$ cat src/rtl/render_pkg.sv
// Shared rendering constants: game-state encodings and compositor colour defaults.
package render_pkg;

  localparam logic [1:0] GS_IDLE  = 2'b00;
  localparam logic [1:0] GS_PLAY  = 2'b01;
  localparam logic [1:0] GS_P1WIN = 2'b10;
  localparam logic [1:0] GS_P2WIN = 2'b11;

  localparam int DEF_COLOR_W = 24;
  localparam logic [DEF_COLOR_W-1:0] DEF_KEY_RGB = 24'hFF00FF;

endpackage

$ cat src/rtl/blink_timer.sv
// Winner-screen blink timer: counts 1 ms ticks and toggles phase every BLINK_MS ticks.
module blink_timer #(
  parameter int BLINK_MS = 500
) (
  input  logic clk,
  input  logic reset,
  input  logic clk_1ms,
  input  logic restart,
  output logic phase
);

  localparam int CNT_W = (BLINK_MS > 1) ? $clog2(BLINK_MS) : 1;
  localparam logic [CNT_W-1:0] CNT_LAST = CNT_W'(BLINK_MS - 1);

  logic [CNT_W-1:0] cnt;

  // A restart beats a coincident tick so a new state always opens on a full phase-1 period.
  always_ff @(posedge clk or negedge reset) begin
    if (!reset) begin
      cnt   <= '0;
      phase <= 1'b1;
    end else if (restart) begin
      cnt   <= '0;
      phase <= 1'b1;
    end else if (clk_1ms) begin
      if (cnt == CNT_LAST) begin
        cnt   <= '0;
        phase <= ~phase;
      end else begin
        cnt <= cnt + 1'b1;
      end
    end
  end

endmodule

$ cat src/rtl/layer_compositor.sv
// Pixel compositor: priority layer select, playfield border, game-state screens,
// registered through a fixed 2-cycle pipeline with video_on carried alongside.
module layer_compositor
  import render_pkg::*;
#(
  parameter int                   NUM_LAYERS = 4,
  parameter int                   COLOR_W    = DEF_COLOR_W,
  parameter int                   KEY_EN     = 1,
  parameter logic [COLOR_W-1:0]   KEY_RGB    = COLOR_W'(DEF_KEY_RGB),
  parameter int                   BORDER_W   = 4,
  parameter int                   H_ACTIVE   = 640,
  parameter int                   V_ACTIVE   = 480,
  parameter int                   BLINK_MS   = 500
) (
  input  logic                          clk,
  input  logic                          reset,
  input  logic [9:0]                    x,
  input  logic [9:0]                    y,
  input  logic                          video_on,
  input  logic                          clk_1ms,
  input  logic [NUM_LAYERS-1:0]         layer_on,
  input  logic [NUM_LAYERS*COLOR_W-1:0] layer_rgb,
  input  logic [COLOR_W-1:0]            bg_rgb,
  input  logic [COLOR_W-1:0]            border_rgb,
  input  logic [1:0]                    game_state,
  output logic [COLOR_W-1:0]            rgb,
  output logic                          video_on_out
);

  // With a single layer, player 2's winner colour falls back to layer 0.
  localparam int         P2_IDX    = (NUM_LAYERS > 1) ? 1 : 0;
  localparam bit         BORDER_ON = (BORDER_W > 0);
  localparam logic [9:0] X_LO      = 10'(BORDER_W);
  localparam logic [9:0] X_HI      = 10'(H_ACTIVE - BORDER_W);
  localparam logic [9:0] Y_LO      = 10'(BORDER_W);
  localparam logic [9:0] Y_HI      = 10'(V_ACTIVE - BORDER_W);

  function automatic logic is_keyed(input logic [COLOR_W-1:0] c);
    return (KEY_EN != 0) && (c == KEY_RGB);
  endfunction

  logic [1:0]         prev_state;
  logic               restart;
  logic               phase;
  logic               win_phase;
  logic               layer_hit;
  logic [COLOR_W-1:0] layer_pix;
  logic               in_border;
  logic [COLOR_W-1:0] pix_p0;
  logic [COLOR_W-1:0] pix_p1;
  logic               vld_p1;
  logic [COLOR_W-1:0] rgb_p2;
  logic               vld_p2;

  always_ff @(posedge clk or negedge reset) begin
    if (!reset) prev_state <= GS_IDLE;
    else        prev_state <= game_state;
  end

  assign restart = (game_state != prev_state);

  blink_timer #(
    .BLINK_MS (BLINK_MS)
  ) u_blink_timer (
    .clk     (clk),
    .reset   (reset),
    .clk_1ms (clk_1ms),
    .restart (restart),
    .phase   (phase)
  );

  // The pixel sampled with a state change already sees the restarted phase.
  assign win_phase = restart | phase;

  always_comb begin
    layer_hit = 1'b0;
    layer_pix = '0;
    for (int i = NUM_LAYERS - 1; i >= 0; i--) begin
      if (layer_on[i] && !is_keyed(layer_rgb[i*COLOR_W +: COLOR_W])) begin
        layer_hit = 1'b1;
        layer_pix = layer_rgb[i*COLOR_W +: COLOR_W];
      end
    end
  end

  assign in_border = BORDER_ON && ((x < X_LO) || (x >= X_HI) || (y < Y_LO) || (y >= Y_HI));

  always_comb begin
    pix_p0 = '0;
    case (game_state)
      GS_PLAY: begin
        if (layer_hit)      pix_p0 = layer_pix;
        else if (in_border) pix_p0 = border_rgb;
        else                pix_p0 = bg_rgb;
      end
      GS_P1WIN: pix_p0 = win_phase ? layer_rgb[0 +: COLOR_W] : bg_rgb;
      GS_P2WIN: pix_p0 = win_phase ? layer_rgb[P2_IDX*COLOR_W +: COLOR_W] : bg_rgb;
      default:  pix_p0 = '0;
    endcase
  end

  // Stage 1: composited pixel and video_on captured together.
  always_ff @(posedge clk or negedge reset) begin
    if (!reset) begin
      pix_p1 <= '0;
      vld_p1 <= 1'b0;
    end else begin
      pix_p1 <= pix_p0;
      vld_p1 <= video_on;
    end
  end

  // Stage 2: blank the pixel with its own delayed video_on.
  always_ff @(posedge clk or negedge reset) begin
    if (!reset) begin
      rgb_p2 <= '0;
      vld_p2 <= 1'b0;
    end else begin
      rgb_p2 <= vld_p1 ? pix_p1 : '0;
      vld_p2 <= vld_p1;
    end
  end

  assign rgb          = rgb_p2;
  assign video_on_out = vld_p2;

endmodule

$ cat config.mk
export PLATFORM = sky130hd
export DESIGN_NAME = layer_compositor
export DESIGN_NICKNAME = d
export VERILOG_FILES = /design/src/rtl/render_pkg.sv /design/src/rtl/blink_timer.sv /design/src/rtl/layer_compositor.sv
export SDC_FILE = /design/constraint.sdc
export NUM_CORES = 1
export LEC_CHECK = 0
export ABC_AREA = 1
export CAP_MARGIN = 40
export CORE_MARGIN = 1
export CORE_UTILIZATION = 24
export CTS_CLUSTER_DIAMETER = 120
export DETAILED_ROUTE_END_ITERATION = 6
export GPL_TIMING_DRIVEN = 0
export MAX_ROUTING_LAYER = met4
export PLACE_DENSITY = 0.59
export SETUP_SLACK_MARGIN = 0.1
export SYNTH_ARGS = -nofsm -noshare
export SYNTH_HDL_FRONTEND = slang
export SYNTH_SLANG_ARGS = --single-unit
$ cat constraint.sdc
create_clock -name clk -period 1.9 [get_ports clk]
set_input_delay 0.285 -clock clk [delete_from_list [all_inputs] [get_ports clk]]
set_output_delay 0.285 -clock clk [all_outputs]
set_load 0.005 [all_outputs]
Word-level counts from Yosys, hierarchy flattened
Index checks and enable logic that the tools add are counted.
{"block": "op_classes", "addsub": 1, "multipliers": 0, "div": 0, "order_cmp": 4, "n_eq_ne": 9, "shift": 0, "n_mux": 20, "bitwise_logic": 2, "n_reduce_logical": 14}
{"cell": "two-way mux 24 bit", "n": 9}
{"cell": "equality test 24 bit (second input constant)", "n": 4}
{"cell": "one-hot mux 24 bit (3 select lines)", "n": 1}
{"cell": "two-way mux 9 bit", "n": 3}
{"cell": "less-than comparator 10 x 3 -> 1 bit (second input constant)", "n": 2}
{"cell": "greater-or-equal comparator 10 bit (second input constant)", "n": 1}
{"cell": "greater-or-equal comparator 10 x 9 -> 1 bit (second input constant)", "n": 1}
{"cell": "adder 9 x 1 -> 9 bit (second input constant)", "n": 1}
{"cell": "equality test 9 bit (second input constant)", "n": 1}
{"cell": "two-way mux 1 bit", "n": 7}
{"cell": "equality test 2 bit (second input constant)", "n": 2}
{"cell": "logical AND 1 bit", "n": 4}
{"cell": "zero test 1 bit", "n": 4}
{"cell": "nonzero test 2 bit", "n": 2}
{"cell": "logical OR 1 bit", "n": 3}
{"cell": "equality test 2 x 1 -> 1 bit (second input constant)", "n": 1}
{"cell": "!= test 2 bit", "n": 1}
{"cell": "AND reduction 2 bit", "n": 1}
{"cell": "NOT 1 bit", "n": 1}
{"cell": "OR 1 bit", "n": 1}
{"block": "totals", "register_bits": 62, "latchBits": 0, "ramBits": 0, "rom_bits": 0, "out_inout_bits": 25, "wordCells": 57, "mem_count": 0}

Depth between registers and ports, before layout
Gate-level depths: netlist (run 1).
{"block": "depth", "depth_word": 9, "ltp_mapped": 15}

By module
From an unflattened synthesis (run 1), not the netlist that was laid out.
{"block": "hier_totals", "cells_unflattened": 888, "area_unflattened_um2": 5313.8}
{"mod": "layer_compositor", "n_inst": 1, "cells_each": 806, "area_per_inst_um2": 4723.3, "seq_area_each_um2": 1301.2}
{"mod": "blink_timer", "n_inst": 1, "cells_each": 82, "area_per_inst_um2": 590.6, "seq_area_each_um2": 251.5}

Worst setup path before layout (run 1)
OpenSTA, ideal clock, no wires.
{"block": "synth_timing", "kind": "input port to flip-flop", "start": "input port game_state[1]", "end": "register pix_p1[10]", "setup_ps": 120, "arrival_time_ps": 1393, "t_required_ps": 1780, "slack_ps": 386, "stages": 9, "path_cell_list": "buf_2 > xnor2_2 > nand2_2 > nor2_2 > inv_2 > buf_6 > buf_2 > o22ai_1 > nand2_1"}
{"block": "synth_between", "elab_chain_cells": 4}
{"element": "start, declared", "line": "layer_compositor.sv:25", "text": "input logic [1:0] game_state,"}
{"element": "!= test 2 bit", "line": "layer_compositor.sv:60", "text": "assign restart = (game_state != prev_state);"}
{"element": "OR 1 bit", "line": "layer_compositor.sv:73", "text": "assign win_phase = restart | phase;"}
{"element": "two-way mux 24 bit (on tied branches)", "line": "layer_compositor.sv:97, layer_compositor.sv:96"}
{"element": "one-hot mux 24 bit (3 select lines) (*)", "line": "layer_compositor.sv:90", "text": "case (game_state)"}
{"element": "named net pix_p0[10]", "line": "layer_compositor.sv:49", "text": "logic [COLOR_W-1:0] pix_p0;"}
{"element": "end signal, assigned", "line": "layer_compositor.sv:108", "text": "pix_p1 <= pix_p0;"}
{"element": "end, declared", "line": "layer_compositor.sv:50", "text": "logic [COLOR_W-1:0] pix_p1;"}
Mark *: on every way through the listed nets, which the timed path passes. The rest lies on a longest branch.
A chain may end at the register's enable or synchronous reset.

Worst setup path after layout (run 1)
{"block": "layout_timing", "start": "input port y[6]", "end": "register pix_p1[12]"}
{"block": "layout_between", "elab_chain_cells": 6}
{"element": "start, declared", "line": "layer_compositor.sv:18", "text": "input logic [9:0] y,"}
{"element": "less-than comparator 10 x 3 -> 1 bit", "line": "layer_compositor.sv:86", "text": "assign in_border = BORDER_ON && ((x < X_LO) || (x >= X_HI) || (y < Y_LO) || (y >= Y_HI));"}
{"element": "logical OR 1 bit", "line": "layer_compositor.sv:86"}
{"element": "logical OR 1 bit (*)", "line": "layer_compositor.sv:86"}
{"element": "two-way mux 24 bit (*)", "line": "layer_compositor.sv:93", "text": "else if (in_border) pix_p0 = border_rgb;"}
{"element": "two-way mux 24 bit (*)", "line": "layer_compositor.sv:92", "text": "if (layer_hit) pix_p0 = layer_pix;"}
{"element": "one-hot mux 24 bit (3 select lines) (*)", "line": "layer_compositor.sv:90"}
{"element": "named net pix_p0[12]", "line": "layer_compositor.sv:49"}
Marked as above.

==> results of run 1 <==
final cells by class:
cell class / count / share of cell area [%]
sequential: 62 / 18.3
clock buffer: 13 / 3.18
timing repair buffer: 221 / 28.1
tap: 270 / 3.98
multi-input combinational: 597 / 34.3
antenna: 9 / 0.265
clock inverter: 3 / 0.766
buffer: 46 / 4.19
inverter: 157 / 6.97
layout by cell type, fill, tap and decap left out, drive strengths merged, types with 24 or more instances in the layout:
| master | netlist | final |
|---|---|---|
| dfrtp | 61 | 61 |
| clkdlybuf4s50 | 0 | 93 |
| o22ai | 24 | 24 |
| o21ai | 28 | 28 |
| dlygate4sd2 | 0 | 26 |
| nand2 | 308 | 308 |
| buf | 25 | 54 |
| inv | 157 | 157 |
| nand3 | 65 | 65 |
| nor2 | 38 | 38 |
| a21oi | 96 | 96 |
| dlymetal6s2s | 0 | 72 |
| clkbuf | 22 | 35 |
worst max path at each step:
stage,startpoint,to,slack [ns],depth (start not counted)
after floorplan,game_state[1],pix_p1[10],0.39,9
after global placement,reset,rgb[3],-1.37,1
after detailed placement,layer_rgb[3],pix_p1[12],-0.54,11
after CTS,layer_rgb[55],pix_p1[0],0.09,14
after global routing,y[3],pix_p1[3],0.07,12
final,y[6],pix_p1[12],0.13,12
logic make-up (layout without fill, tap and decap cells):
kind of cell / count (synthesis) / after routing / share of synthesized area (%)
and+or+nand+nor: 437 / 437 / 35.8
buffers and inverters: 204 / 440 / 16.2
AOI/OAI and AO/OA: 154 / 154 / 16.1
DFF: 62 / 62 / 30.6
xor gates and xnor gates: 5 / 5 / 1.01
adders and majority gates: 1 / 1 / 0.247
other: 0 / 9 / 0
stage by stage:
stage               setup WS, ns  util, %  setup TNS [ns]  cell area (um2)
global placement           -1.37     35.8          -95.99             7330
CTS                       0.0851     38.0               0             7790
floorplan                  0.386        -               0             5070
finish                     0.133     41.4               0             8490
global route              0.0670     41.4               0             8480
detailed placement        -0.540     35.8          -11.93             7340
layer usage:
metal | part of all wire, % | global-route usage (%) | up-vias
li1 | - | - | 3173
met1 | 46 | 25.2 | 2638
met2 | 45 | 28.2 | 239
met3 | 6.7 | 2.95 | 35
met4 | 2.6 | 6.96 | 0
met5 | 0 | - | -
registers in the layout, indices dropped and copies added, names as in the netlist:
signal	cells
rgb	24
u_blink_timer.cnt	9
u_blink_timer.phase	1
pix_p1	24
prev_state	2
vld_p1	1
video_on_out	1
worst max-delay path: cells and delay by family:
family	cells	cell delay, ns
buf+inv	3	0.78
compound gates	2	0.16
simple gates	7	0.73
where the power goes:
| group | total, W | switching, W | leakage (nW) | internal, W |
|---|---|---|---|---|
| Combinational | 0.00136 | 0.000695 | 4.03 | 0.000665 |
| Sequential | 0.00147 | 0.0000354 | 0.803 | 0.00143 |
| Clock | 0.00179 | 0.000537 | 0.166 | 0.00125 |
| Total | 0.00461 | 0.00127 | 5.00 | 0.00335 |
timing repair:
item | CTS | global route
pin swaps | 14 | 44
gates cloned | 0 | 6
setup buffers | 10 | 12
gates resized for setup | 52 | 195
endpoints found under the setup margin | 24 | 25
==> results.cfg, run 1 <==
[job]
max_cap_violations = 0

[timing]
max_slew.worst_pin.slew_ns = 0.643
period_share_pct = 93.0
slew_viol_final = 0
layout_min_cycle_time_ns = 1.77
timing.final.setup_violations = 0
finClkSkew_ns = 0.00545
rsz0062_at_grt = false
max_clock_freq_mhz = 566
hold_violations = 26
relSlewSlack_pct = 57.1
fin_worst_hold_slack_ns = -0.0206

[global_route]
largest_net_degree_at_the_start_of_global_routing = 36
initial_antenna_violation_count = 7
global_route_wire_length_before_repair_mm = 30.0
grt-ovfl-total = 0
grt_use_total_pct = 18.7
first_global_vias = 5573

[final_layout]
filler_cell_count = 2155
finalNonFillerCells = 1378
sequential_cell_area_mm2 = 0.00155
multiInputGateArea_mm2 = 0.00291
finish.net_count = 1269
drive_gt1_share_pct = 14.6
area.growth.synth_to_final_pct = 67.5

[logic_synthesis]
postSynth.asyncResetShare_pct = 100
synth_top_flop_cell = dfrtp_1
synthTopCellsByArea = dfrtp_1, nand2_1, inv_1, a21oi_1, nand3_1
synth.top_cells.by_count = nand2_1, inv_1, a21oi_1
synth_area_mm2 = 0.00507
synthesis.area_per_instance_um2 = 5.87
synth_nets = 1038
synth-seq-cells = 62
synth_edf_count = 0
synthesized_instance_count = 863
most_instantiated_library_cell_after_synthesis = nand2_1
seq_area_frac_synth_pct = 30.6
synth_top_area_share_pct = 30.1
yosysTopAreaCell = dfrtp_1
yosys_warnings = 0
netlist-cell-type-count = 32

[floorplanning]
die_y_um = 147
die_area_mm2 = 0.0217
core_area_mm2 = 0.0205
placementRows = 52
initial_utilization_pct = 24.7
die_width_um = 147
top_ports = 199

[setup_path]
timing.rr.end = u_blink_timer.phase
worstPathRequired_ns = 2.10
worst_path_most_repeated_cell = nand2_1
worst_r2r_startpoint = u_blink_timer.cnt[0]
critical_path.max_fanout = 6
reg2regPathDepth = 7
criticalPathCategory = in2reg
setup.worst_path.start_class = primary input
crit_chain = clkdlybuf4s50_1 -> nand3_1 -> nor3_1 -> nor2_2 -> nand2_4 -> buf_12 -> clkbuf_16 -> nand2_1 -> o21ai_0 -> a21oi_1 -> nand2_1 -> nand2_2
cpMaxStageDelayCell = clkdlybuf4s50_1
critical-path-max-stage-delay_ns = 0.48
endpoint_kind = flop
rrSetupSlack_ns = 0.26
critical_path_arrival_ns = 1.97

[pwr]
power.leakage_nw = 5.00
p_per_area_mw_per_mm2 = 543
power.total_w = 0.00461
max-vdd-ir-drop_mv = 0.293

[route]
detail-route-antenna-nets = 0
via_per_inst = 4.42
totalWireLength_mm = 20.2
drt_pass1_iterations = 5
post_drt_wl_per_cell_um = 14.7
routed-via-count = 6085
detail_route.iter0.violations = 338
drc = 0

[place]
detailed_placement_wirelength_estimate_mm = 16.3
post-place-cells = 1326
place.gp.congestion = 0.930
placement.io_buffers = 192

[worst_hold_path]
hp-class = in2async

[clock_tree]
cts.sink_count = 62
tritoncts_clock_tree = yes
h_tree_levels = 3
cts_buffers = 9
ctsHoldBuffers = 0
cts_max_path_buffers = 2
clk-insertion-delay-late_ns = 0.32
cts_root_buffer = clkbuf_16
cts.reportedPaths.clkPinSlew_ns = 0.05

[status]
outcome = complete, but fails checks
failed_checks = hold timing
(Power assumes the default switching activity.)
==> run 2: changes to the inputs <==
--- a/config.mk
+++ b/config.mk
@@ -9,7 +9,7 @@
 export CAP_MARGIN = 40
 export CORE_MARGIN = 1
 export CORE_UTILIZATION = 24
-export CTS_CLUSTER_DIAMETER = 120
+export CTS_CLUSTER_DIAMETER = 100
 export DETAILED_ROUTE_END_ITERATION = 6
 export GPL_TIMING_DRIVEN = 0
 export MAX_ROUTING_LAYER = met4
==> results of run 2 <==
Final layout, timing and power as in run 1 (identical DEF).
==> run 3: changes to the inputs <==
--- a/config.mk
+++ b/config.mk
@@ -7,13 +7,15 @@
 export LEC_CHECK = 0
 export ABC_AREA = 1
 export CAP_MARGIN = 40
+export CELL_PAD_IN_SITES_DETAIL_PLACEMENT = 2
+export CELL_PAD_IN_SITES_GLOBAL_PLACEMENT = 2
 export CORE_MARGIN = 1
-export CORE_UTILIZATION = 24
+export CORE_UTILIZATION = 22
 export CTS_CLUSTER_DIAMETER = 100
 export DETAILED_ROUTE_END_ITERATION = 6
 export GPL_TIMING_DRIVEN = 0
 export MAX_ROUTING_LAYER = met4
-export PLACE_DENSITY = 0.59
+export PLACE_DENSITY = 0.92
 export SETUP_SLACK_MARGIN = 0.1
 export SYNTH_ARGS = -nofsm -noshare
 export SYNTH_HDL_FRONTEND = slang
==> constraint.sdc (replaced) <==
create_clock -name clk -period 1.88 [get_ports clk]
set_input_delay 0.282 -clock clk [delete_from_list [all_inputs] [get_ports clk]]
set_output_delay 0.282 -clock clk [all_outputs]
set_load 0.005 [all_outputs]
==> run 3 against run 2 <==
Net effect: the flow now finishes without violations; critical path depth rose by 2; sequential share of layout area fell by 0.059 points; first-iteration DRC count fell by 43%; sequential power barely moved; combinational power rose by 9%.
==> results.cfg, run 3 (same netlist as run 1, synthesis figures left out) <==
[pwr]
max-vdd-ir-drop_mv = 0.544
p_per_area_mw_per_mm2 = 563
power.leakage_nw = 4.73

[clock_tree]
cts_max_path_buffers = 2
tritoncts_clock_tree = yes
clk-insertion-delay-late_ns = 0.33
cts_buffers = 9
cts.reportedPaths.clkPinSlew_ns = 0.06
cts_root_buffer = clkbuf_16
cts.sink_count = 62
h_tree_levels = 3

[place]
post-place-cells = 1341
placement.io_buffers = 192
place.gp.congestion = 0.906
placement.cell_area_mm2 = 0.00736
detailed_placement_wirelength_estimate_mm = 20.9

[floorplanning]
die_area_mm2 = 0.0236
initial_utilization_pct = 22.4
die_width_um = 154
top_ports = 199
core_area_mm2 = 0.0226
placementRows = 55
die_y_um = 154

[global_route]
grt-ovfl-total = 0
largest_net_degree_at_the_start_of_global_routing = 39
first_global_vias = 7510
initial_antenna_violation_count = 22
grt_use_total_pct = 23.2
global_route_wire_length_before_repair_mm = 41.1

[timing]
timing.final.setup_violations = 0
period_share_pct = 93.7
max_clock_freq_mhz = 568
slew_viol_final = 0
max_slew.worst_pin.slew_ns = 0.578
layout_min_cycle_time_ns = 1.76
finClkSkew_ns = 0.00939
relSlewSlack_pct = 61.5
hold_violations = 0
rsz0062_at_grt = true

[final_layout]
finalNonFillerCells = 1433
most-common-layout-cells = nand2_1, inv_1, a21oi_1, dlygate4sd2_1, clkdlybuf4s50_1
fin_area_mm2 = 0.00852
finish.net_count = 1295
area.growth.synth_to_final_pct = 68.1
drive_gt1_share_pct = 16.2
final_common_cell = nand2_1

[route]
via_per_inst = 4.71
detail-route-antenna-nets = 0
totalWireLength_mm = 28.0
detail_route.iter0.violations = 194
routed-via-count = 6746
post_drt_wl_per_cell_um = 19.6
drc = 0
drt_pass1_iterations = 4

[setup_path]
worst_r2r_startpoint = prev_state[1]
setup.worst_path.start_class = primary input
critical_path_arrival_ns = 2.02
critical_path.startpoint = layer_rgb[8]
endpoint_kind = flop
worstPathRequired_ns = 2.14
criticalPathCategory = in2reg
critical_path.max_fanout = 10

[worst_hold_path]
hold_path.startpoint = game_state[1]
hp-class = in2reg

[job]
max_cap_violations = 0

[status]
outcome = completed
run 3: cell count changes in the layout (fill, tap and decap cells not counted), sizes merged:
cell,delta
dlygate4sd3,+1
clkdlybuf4s50,-16
dlygate4sd2,+60
diode,+14
clkinvlp,+1
clkdlybuf4s15,+7
clkbuf,-2
dlymetal6s2s,-51
buf,+24
inv,+1
clkinv,+1
run 3: area by class of cell:
class / count / area [um2]
fillers: 2719 / 14100
multi-input cells: 597 / 2890
repair buffers: 247 / 2390
flip-flops and latches: 62 / 1550
inverters: 157 / 589
well taps: 285 / 357
plain buffers: 46 / 345
clock buffers: 10 / 239
clock inverters: 6 / 93.8
diodes: 23 / 57.6
run 3: what timing repair did:
action	4_1_cts	5_1_grt
resized for setup	184	79
pin swaps	51	41
hold buffers	1	0
endpoints found under the setup margin	26	29
hold endpoints to repair	23	0
buffers inserted	37	11
gates cloned	2	3
run 3: metrics by stage:
| stage | TNS (ns) | hold WS, ns | util (%) | setup WS, ns | total power [W] |
|---|---|---|---|---|---|
| 2_1_floorplan | 0 | -0.0136 | - | 0.369 | 0.00204 |
| 3_3_place_gp | -102.66 | 0.416 | 32.4 | -1.42 | 0.00277 |
| 3_5_place_dp | -18.37 | 0.316 | 32.5 | -0.781 | 0.00282 |
| 4_1_cts | 0 | 0.233 | 35.9 | 0.107 | 0.00472 |
| 5_1_grt | 0 | 0.238 | 37.6 | 0.00916 | 0.00500 |
| 6_report | 0 | 0.233 | 37.6 | 0.118 | 0.00480 |
run 3: layer usage:
layer	global-route usage [%]	up-vias	wire, um
li1	-	3247	-
met1	24.8	3241	11000
met2	41.2	203	14600
met3	5.19	55	1370
met4	9.67	0	1080
met5	-	-	0
run 3: critical path: stages:
cell and delay [ns]:
dlygate4sd2_1 0.28, inv_2 0.09, nand4_1 0.15, nor2_1 0.14
nand3_1 0.10, nand2_2 0.14, nand2_2 0.09, nor2_4 0.13
buf_4 0.13, buf_6 0.14, a21oi_1 0.06, nand2_1 0.13
nand2_1 0.08, nand2_1 0.09
run 3: worst paths after layout:
kind | depth (start not counted) | slack (ns) | end
worst max-delay path | 14 | 0.12 | pix_p1[7]
worst min-delay path | 1 | 0.23 | prev_state[1]
max in group asynchronous | 3 | 0.77 | rgb[1]
min in group asynchronous | 2 | 0.49 | u_blink_timer.cnt[2]
worst max register to register | 8 | 0.15 | pix_p1[16]
worst min register to register | 2 | 0.44 | rgb[5]
run 3: where the power goes:
part           internal [W]  switching, W  total [W]  leakage (nW)
clock               0.00120      0.000622    0.00183         0.159
sequential          0.00144     0.0000454    0.00149         0.803
combinational      0.000674      0.000809    0.00148          3.77
total               0.00332       0.00148    0.00480          4.73
